[src/rtl/fpall_issue_ctrl.sv]
// ---------------------------------------------------------------------------
// fpall_issue_ctrl
//   Issue/retire controller in front of the shared fixed-latency FP datapath
//   (FPALL_Shared_combine). The datapath has no handshake. This block gives
//   software-side logic a valid/ready request port and an in-order
//   valid/ready result port, so callers never count cycles themselves.
//
//   Request side : in_valid/in_ready, in_fmt, in_op, in_x, in_y, in_tag
//   Datapath side: fpu_fmt, fpu_opcode, fpu_x, fpu_y (registered), fpu_r
//   Result side  : out_valid/out_ready, out_r, out_tag (FIFO head)
//   Status       : busy (op in flight or result waiting)
//
//   Handshake: a transfer happens on a rising clk edge where valid & ready
//   are both high. A producer holds valid and its payload stable until that
//   transfer. Ready never depends on the valid of the same port.
//
//   Optional build macro FPALL_ISSUE_STATS_EN adds two free-running 32-bit
//   counters: stat_issued (accepted ops) and stat_stall (cycles with
//   in_valid & ~in_ready). Without the macro these ports do not exist.
//
//   Parameters: LAT (datapath latency, posedges), FIFO_DEPTH (power of 2,
//   >=2), TAG_W (user tag width).
// ---------------------------------------------------------------------------
package fpall_pkg;
  typedef enum logic [1:0] {
    FMT_FP32 = 2'd0,
    FMT_FP16 = 2'd1,  // two bf16 lanes packed in 32 bits
    FMT_FP8  = 2'd2,
    FMT_RSVD = 2'd3
  } fp_fmt_e;

  typedef enum logic [2:0] {
    OP_ADD = 3'd0,
    OP_SUB = 3'd1,
    OP_MUL = 3'd2,
    OP_MIN = 3'd3,
    OP_MAX = 3'd4,
    OP_CMP = 3'd5,
    OP_CVT = 3'd6,
    OP_MOV = 3'd7
  } fp_op_e;
endpackage

module fpall_issue_ctrl
  import fpall_pkg::*;
#(
  parameter int LAT        = 2,
  parameter int FIFO_DEPTH = 4,
  parameter int TAG_W      = 4
) (
  input  logic             clk,
  input  logic             rst,
  input  logic             in_valid,
  output logic             in_ready,
  input  fp_fmt_e          in_fmt,
  input  fp_op_e           in_op,
  input  logic [31:0]      in_x,
  input  logic [31:0]      in_y,
  input  logic [TAG_W-1:0] in_tag,
  output fp_fmt_e          fpu_fmt,
  output fp_op_e           fpu_opcode,
  output logic [31:0]      fpu_x,
  output logic [31:0]      fpu_y,
  input  logic [31:0]      fpu_r,
  output logic             out_valid,
  input  logic             out_ready,
  output logic [31:0]      out_r,
  output logic [TAG_W-1:0] out_tag,
  output logic             busy
`ifdef FPALL_ISSUE_STATS_EN
  ,
  output logic [31:0]      stat_issued,
  output logic [31:0]      stat_stall
`endif
);

  localparam int AW    = $clog2(FIFO_DEPTH);
  localparam int CNT_W = $clog2(FIFO_DEPTH) + 1;
  // Wide enough to hold FIFO_DEPTH plus every pipeline slot without wrap.
  localparam int CW    = $clog2(FIFO_DEPTH + LAT + 1) + 1;

  logic [LAT-1:0]   vld_pipe;
  logic [TAG_W-1:0] tag_pipe [LAT];
  logic [31:0]      r_mem    [FIFO_DEPTH];
  logic [TAG_W-1:0] tag_mem  [FIFO_DEPTH];
  logic [AW-1:0]    wr_ptr;
  logic [AW-1:0]    rd_ptr;
  logic [CNT_W-1:0] fifo_count;
  logic [CW-1:0]    inflight;
  logic [CW-1:0]    credits;
  logic             accept;
  logic             push;
  logic             pop;

  // Every op in the datapath already owns a FIFO slot, so the FIFO can
  // never overflow when the datapath delivers its result.
  always_comb begin
    inflight = '0;
    for (int i = 0; i < LAT; i++) begin
      inflight = inflight + CW'(vld_pipe[i]);
    end
  end

  assign credits   = CW'(FIFO_DEPTH) - CW'(fifo_count) - inflight;
  assign in_ready  = (credits != '0) & ~rst;
  assign accept    = in_valid & in_ready;
  assign push      = vld_pipe[LAT-1];
  assign out_valid = (fifo_count != '0);
  assign pop       = out_valid & out_ready;
  assign out_r     = r_mem[rd_ptr];
  assign out_tag   = tag_mem[rd_ptr];
  assign busy      = (|vld_pipe) | out_valid;

  // Control state. fpu_* only move on accept so the datapath sees stable
  // operands between ops.
  always_ff @(posedge clk) begin
    if (rst) begin
      vld_pipe   <= '0;
      wr_ptr     <= '0;
      rd_ptr     <= '0;
      fifo_count <= '0;
      fpu_fmt    <= FMT_FP32;
      fpu_opcode <= OP_ADD;
      fpu_x      <= '0;
      fpu_y      <= '0;
    end else begin
      vld_pipe[0] <= accept;
      for (int i = 1; i < LAT; i++) begin
        vld_pipe[i] <= vld_pipe[i-1];
      end
      if (accept) begin
        fpu_fmt    <= in_fmt;
        fpu_opcode <= in_op;
        fpu_x      <= in_x;
        fpu_y      <= in_y;
      end
      if (push) wr_ptr <= wr_ptr + 1'b1;
      if (pop)  rd_ptr <= rd_ptr + 1'b1;
      fifo_count <= fifo_count + CNT_W'(push) - CNT_W'(pop);
    end
  end

  // Data storage needs no reset: validity lives in vld_pipe / fifo_count.
  // The rst guard keeps a dropped in-flight op from landing in the FIFO.
  always_ff @(posedge clk) begin
    if (accept) tag_pipe[0] <= in_tag;
    for (int i = 1; i < LAT; i++) begin
      tag_pipe[i] <= tag_pipe[i-1];
    end
    if (push && !rst) begin
      r_mem[wr_ptr]   <= fpu_r;
      tag_mem[wr_ptr] <= tag_pipe[LAT-1];
    end
  end

`ifdef FPALL_ISSUE_STATS_EN
  always_ff @(posedge clk) begin
    if (rst) begin
      stat_issued <= '0;
      stat_stall  <= '0;
    end else begin
      if (accept)               stat_issued <= stat_issued + 32'd1;
      if (in_valid & ~in_ready) stat_stall  <= stat_stall + 32'd1;
    end
  end
`endif

endmodule

[config.mk]
export PLATFORM = sky130hd
export DESIGN_NAME = fpall_issue_ctrl
export DESIGN_NICKNAME = d
export VERILOG_FILES = /design/src/rtl/fpall_issue_ctrl.sv
export SDC_FILE = /design/constraint.sdc
export NUM_CORES = 1
export LEC_CHECK = 0
export ABC_AREA = 1
export CAP_MARGIN = 25
export CORE_UTILIZATION = 42
export DETAILED_ROUTE_END_ITERATION = 10
export MAX_ROUTING_LAYER = met4
export PLACE_DENSITY = 0.72
export SYNTH_ARGS = -nofsm -noshare
export SYNTH_HDL_FRONTEND = slang
export SYNTH_SLANG_ARGS = --single-unit
[constraint.sdc]
create_clock -name clk -period 2.96 [get_ports clk]
set_input_delay 0.592 -clock clk [delete_from_list [all_inputs] [get_ports clk]]
set_output_delay 0.592 -clock clk [all_outputs]
set_load 0.03 [all_outputs]
Word level (Yosys, flattened, before mapping)
Memories as Yosys holds them, arrays and structs flattened. A register that Yosys moved wholly into a read port is not among the register bits. Cells that the tools add are included.

Register bits: 78. RAM bits: 152. Input port bits: 109. Output and inout port bits: 108. Logic and storage cells: 36. Memories: 3.

Memories: r_mem (depth 4, width 32, read ports 1, clocked after memory_dff 1, wr ports 1, line 84) `logic [31:0] r_mem [FIFO_DEPTH];`; tag_mem (depth 4, width 4, read ports 1, clocked after memory_dff 1, wr ports 1, line 85) `logic [TAG_W-1:0] tag_mem [FIFO_DEPTH];`; tag_pipe (depth 2, width 4, read ports 2, clocked after memory_dff 0, wr ports 2, line 83) `logic [TAG_W-1:0] tag_pipe [LAT];`.

$add $sub $neg: 7. Muxes and demuxes: 8. Bitwise operators: 5. Reductions and logical operators: 5.

Operator list (count): 2-bit two-way mux (4); 2-bit by 1-bit adder with 2-bit output, second input constant (2); 1-bit two-way mux (4); 4-bit nonzero test (1); 3-bit by 3-bit subtractor with 4-bit output, first input constant (1); 4-bit by 2-bit subtractor with 4-bit output (1); 3-bit by 1-bit adder with 3-bit output (1); 1-bit bitwise AND (3); 3-bit nonzero test (1); 3-bit by 1-bit subtractor with 3-bit output (1); 1-bit by 1-bit adder with 2-bit output (1); 2-bit OR reduction (1); 1-bit logical AND (1); 1-bit zero test (1); 1-bit NOT (1); 1-bit OR (1).

Logic depth before layout (Yosys ltp)
Depth after elaboration: 7. Gate-level depth with buffers: 12. Mapped depth without buffers: 12.

Worst setup path after synthesis
No wires, ideal clock.

Path type: input to register. Start: input rst. End: memory r_mem[0][0] (enable). Setup time: 0.429 ns. Arrival time: 2.489 ns. Data required time: 2.531 ns. Setup slack: 0.042 ns. Stages on the path: 4. Buffers on the path: 1. Cells stage by stage: inv_1 > buf_4 > nand2_1 > nor2_1.

Longest elaborated chain between the ends: 4.

RTL lines: start: declaration (line 52) `input logic rst,`; 1-bit zero test (line 150) `if (push && !rst) begin`; 1-bit logical AND (line 150); 1-bit two-way mux (line 150); 1-bit two-way mux (not written as such) (line 151) `r_mem[wr_ptr] <= fpu_r;`; end: declaration (line 84).

No other way between the ends.

Worst setup path after layout
Start: register fifo_count[0]. End: output in_ready.

Longest elaborated chain between the ends: 4.

RTL lines: start: declaration (line 88) `logic [CNT_W-1:0] fifo_count;`; start signal: assignment (line 139) `fifo_count <= fifo_count + CNT_W'(push) - CNT_W'(pop);`; 3-bit by 3-bit subtractor with 4-bit output (line 104) `assign credits = CW'(FIFO_DEPTH) - CW'(fifo_count) - inflight;`; 4-bit by 2-bit subtractor with 4-bit output (line 104); 4-bit nonzero test (line 105) `assign in_ready = (credits != '0) & ~rst;`; 1-bit bitwise AND (line 105); end: declaration (line 54) `output logic in_ready,`.

No other way between the ends.

==> flow_summary.yaml <==
run_status:
  status: "finished, final reports clean"
drt:
  drt_iter0_drc: 333
  dr.pass1.iters: 6
  ant_nets: 0
  via_per_inst: 4.95
  vias: 6867
  post_drt_wl_per_cell_um: 15.9
  routed_wl_mm: 22.0
  drcViolationCount: 0
setup_path:
  crit_path_end_kind: "output port"
  worstPathCellList: "ha_4 -> inv_2 -> ha_4 -> ha_4 -> fa_1 -> nor2_1 -> nand3b_1 -> nand2_1 -> inv_2 -> buf_6"
  crit_path_frequent_cell: "ha_4"
  arrival_ns: 2.35
  max_stage_delay_ns: 0.43
  cp-start-kind: "flop"
  r2r_slack_ns: 0.44
  crit_type: "flop to output port"
  crit_buf_inv: 3
  slowest_stage: "fa_1"
  cp_top_family: "adder cells"
  cp_max_fo: 2
  cp.required_ns: 2.37
place:
  place_congestion: 0.805
  dpl.cell_count: 1340
  port-buffer-count: 216
  dp_hpwl_mm: 13.3
  placed_area_sq_mm: 0.0116
  place_ws_ns: 0.309
sta:
  post-route-period-util_pct: 99.3
  slew-limit-headroom_pct: 47.3
  tightestPinTransition_ns: 0.790
  rsz0062_at_grt: "yes"
  final-setup-viol-count: 0
  fin_skew_ns: 0.0104
  maxSlewViolCount: 0
  fmax_mhz: 340
  fin_crit_ns: 2.94
  setup_slack_ns: 0.0197
  setup_tns_ns: 0
  finalHoldViolations: 0
floorplan:
  die-area_sq_mm: 0.0225
  start_util_pct: 43.3
  rows: 53
  io_pins: 217
  dieHeight_um: 150
  die_x_um: 150
  core_area_sq_mm: 0.0213
clocking:
  cts_tree: "built"
  path_clk_slew_ns: 0.06
  numClockSinks: 232
  cts_buffers: 25
  clk_latency_ns: 0.51
  cts_max_level: 1
  clockRootBuffer: "clkbuf_16"
  clockBufferDepth: 3
  cts.hold.buffers_added: 0
logic_synthesis:
  synth.avg_cell_area_sq_um: 10.3
  netlist_area_sq_mm: 0.00921
  yosys_register_bits: 232
  synthArstFlopShare_pct: 0
  synth_nets: 1012
  synth_largest_area_cell: "edfxtp_1"
  synth.distinct_cells: 23
  syn_inst: 891
  synth-main-ff-cell: "edfxtp_1"
  yosys.area.top_type_share_pct: 48.3
  synth-seq-area-share_pct: 66.5
  synth.yosys.warnings: 0
  synth_edf_count: 148
  synthTopCellsByArea: "edfxtp_1 (48%), dfxtp_1 (18%), nor2_1 (6.3%)"
grt:
  grt_use_total_pct: 19.9
  grt_max_degree: 74
  grt_first_pass_wirelength_mm: 33.7
  antenna_found_initial: 0
  grt_pass1_vias: 6514
  overflow: 0
finish:
  num_antenna_cells: 0
  area_delta_synth_final_pct: 35.5
  layout.cells.most_common_list: "clkdlybuf4s50_1 (201), nor2_1 (151), nand2_1 (149), edfxtp_1 (148), inv_1 (89)"
  layout_commonest_cell: "clkdlybuf4s50_1"
  instances_no_fill: 1387
  nets: 1215
  layout-drive-gt1-share_pct: 7.28
  final_area_sq_mm: 0.0125
power:
  vdd_drop_max_uv: 556
  p_leak_nw: 4.81
  pwr_density_cell_mw_per_mm2: 884
hold_path:
  hp-class: "flop to flop"
run:
  max_cap_violations: 0
==> flip-flops by register name, indices dropped and copies added, names as in the netlist, named ones only <==
| register | flops |
|---|---|
| tag_mem | 16 |
| rd_ptr | 2 |
| fpu_fmt | 2 |
| fpu_opcode | 3 |
| fifo_count | 3 |
| fpu_y | 32 |
| tag_pipe | 8 |
| r_mem | 128 |
| wr_ptr | 2 |
| fpu_x | 32 |
| vld_pipe | 2 |
==> kinds of logic after synthesis <==
kind of cell | synth area share (%)
AND/OR/NAND/NOR | 17.5
flip-flops | 66.5
buffers and inverters | 7.42
AO/OA/AOI/OAI | 6.63
adder cells (fa/ha/maj) | 1.79
XOR/XNOR | 0.0951
==> cell usage after synthesis, types with 3 or more instances <==
master    count
a21oi_1       3
buf_1         6
buf_2        26
buf_4         4
buf_6         7
clkbuf_1     17
dfxtp_1      84
edfxtp_1    148
ha_1         10
inv_1        93
nand2_1     149
nand4_1      70
nor2_1      155
o21ai_0      69
o21ai_1       5
o22ai_1      36
==> layer usage <==
| metal | wire length, um | GRT usage [%] | part of all wire, % | vias up |
|---|---|---|---|---|
| met5 | 0 | - | 0 | - |
| met4 | 303 | 4.60 | 1.4 | 0 |
| met3 | 2510 | 8.17 | 11 | 26 |
| met2 | 10000 | 30.7 | 46 | 222 |
| met1 | 9180 | 24.2 | 42 | 3214 |
| li1 | - | - | - | 3405 |
==> where the power goes <==
| part | leakage, nW | switching (mW) | internal, mW |
|---|---|---|---|
| clock | 0.392 | 1.19 | 1.84 |
| combinational | 2.39 | 2.50 | 1.50 |
| sequential | 2.03 | 0.193 | 3.82 |
==> stage by stage <==
stage                     hold slack, ns  utilization, %  power, mW
final                              0.338            58.6       11.0
after global routing               0.344            58.6       11.6
after CTS                          0.341            58.5       11.1
after detailed placement           0.328            54.4       8.00
after global placement             0.328            54.4       7.96
after floorplan                    0.323               -       6.48
==> timing repair <==
| item | in CTS | in global routing |
|---|---|---|
| setup buffers | 2 | 0 |
| endpoints found under the setup margin | 2 | 8 |
| gates resized for setup | 14 | 7 |
| pin swaps | 4 | 5 |
==> worst paths after layout <==
path	startpoint	end	cells after the start
setup / recovery	fifo_count[0]	in_ready	10
hold / removal	tag_pipe[0][3]	tag_pipe[0][7]	0
setup reg to reg	fifo_count[0]	fpu_x[14]	11
hold reg to reg	tag_pipe[0][3]	tag_pipe[0][7]	0
==> layout make-up <==
type	count	area [sq um]
clock inverter	7	90.1
sequential	232	6130
tap	275	344
multi-input combinational	504	2480
clock buffer	38	716
inverter	94	353
fill	1798	8810
timing repair buffer	237	2370
Note: power is estimated with default switching activity, not from simulation.
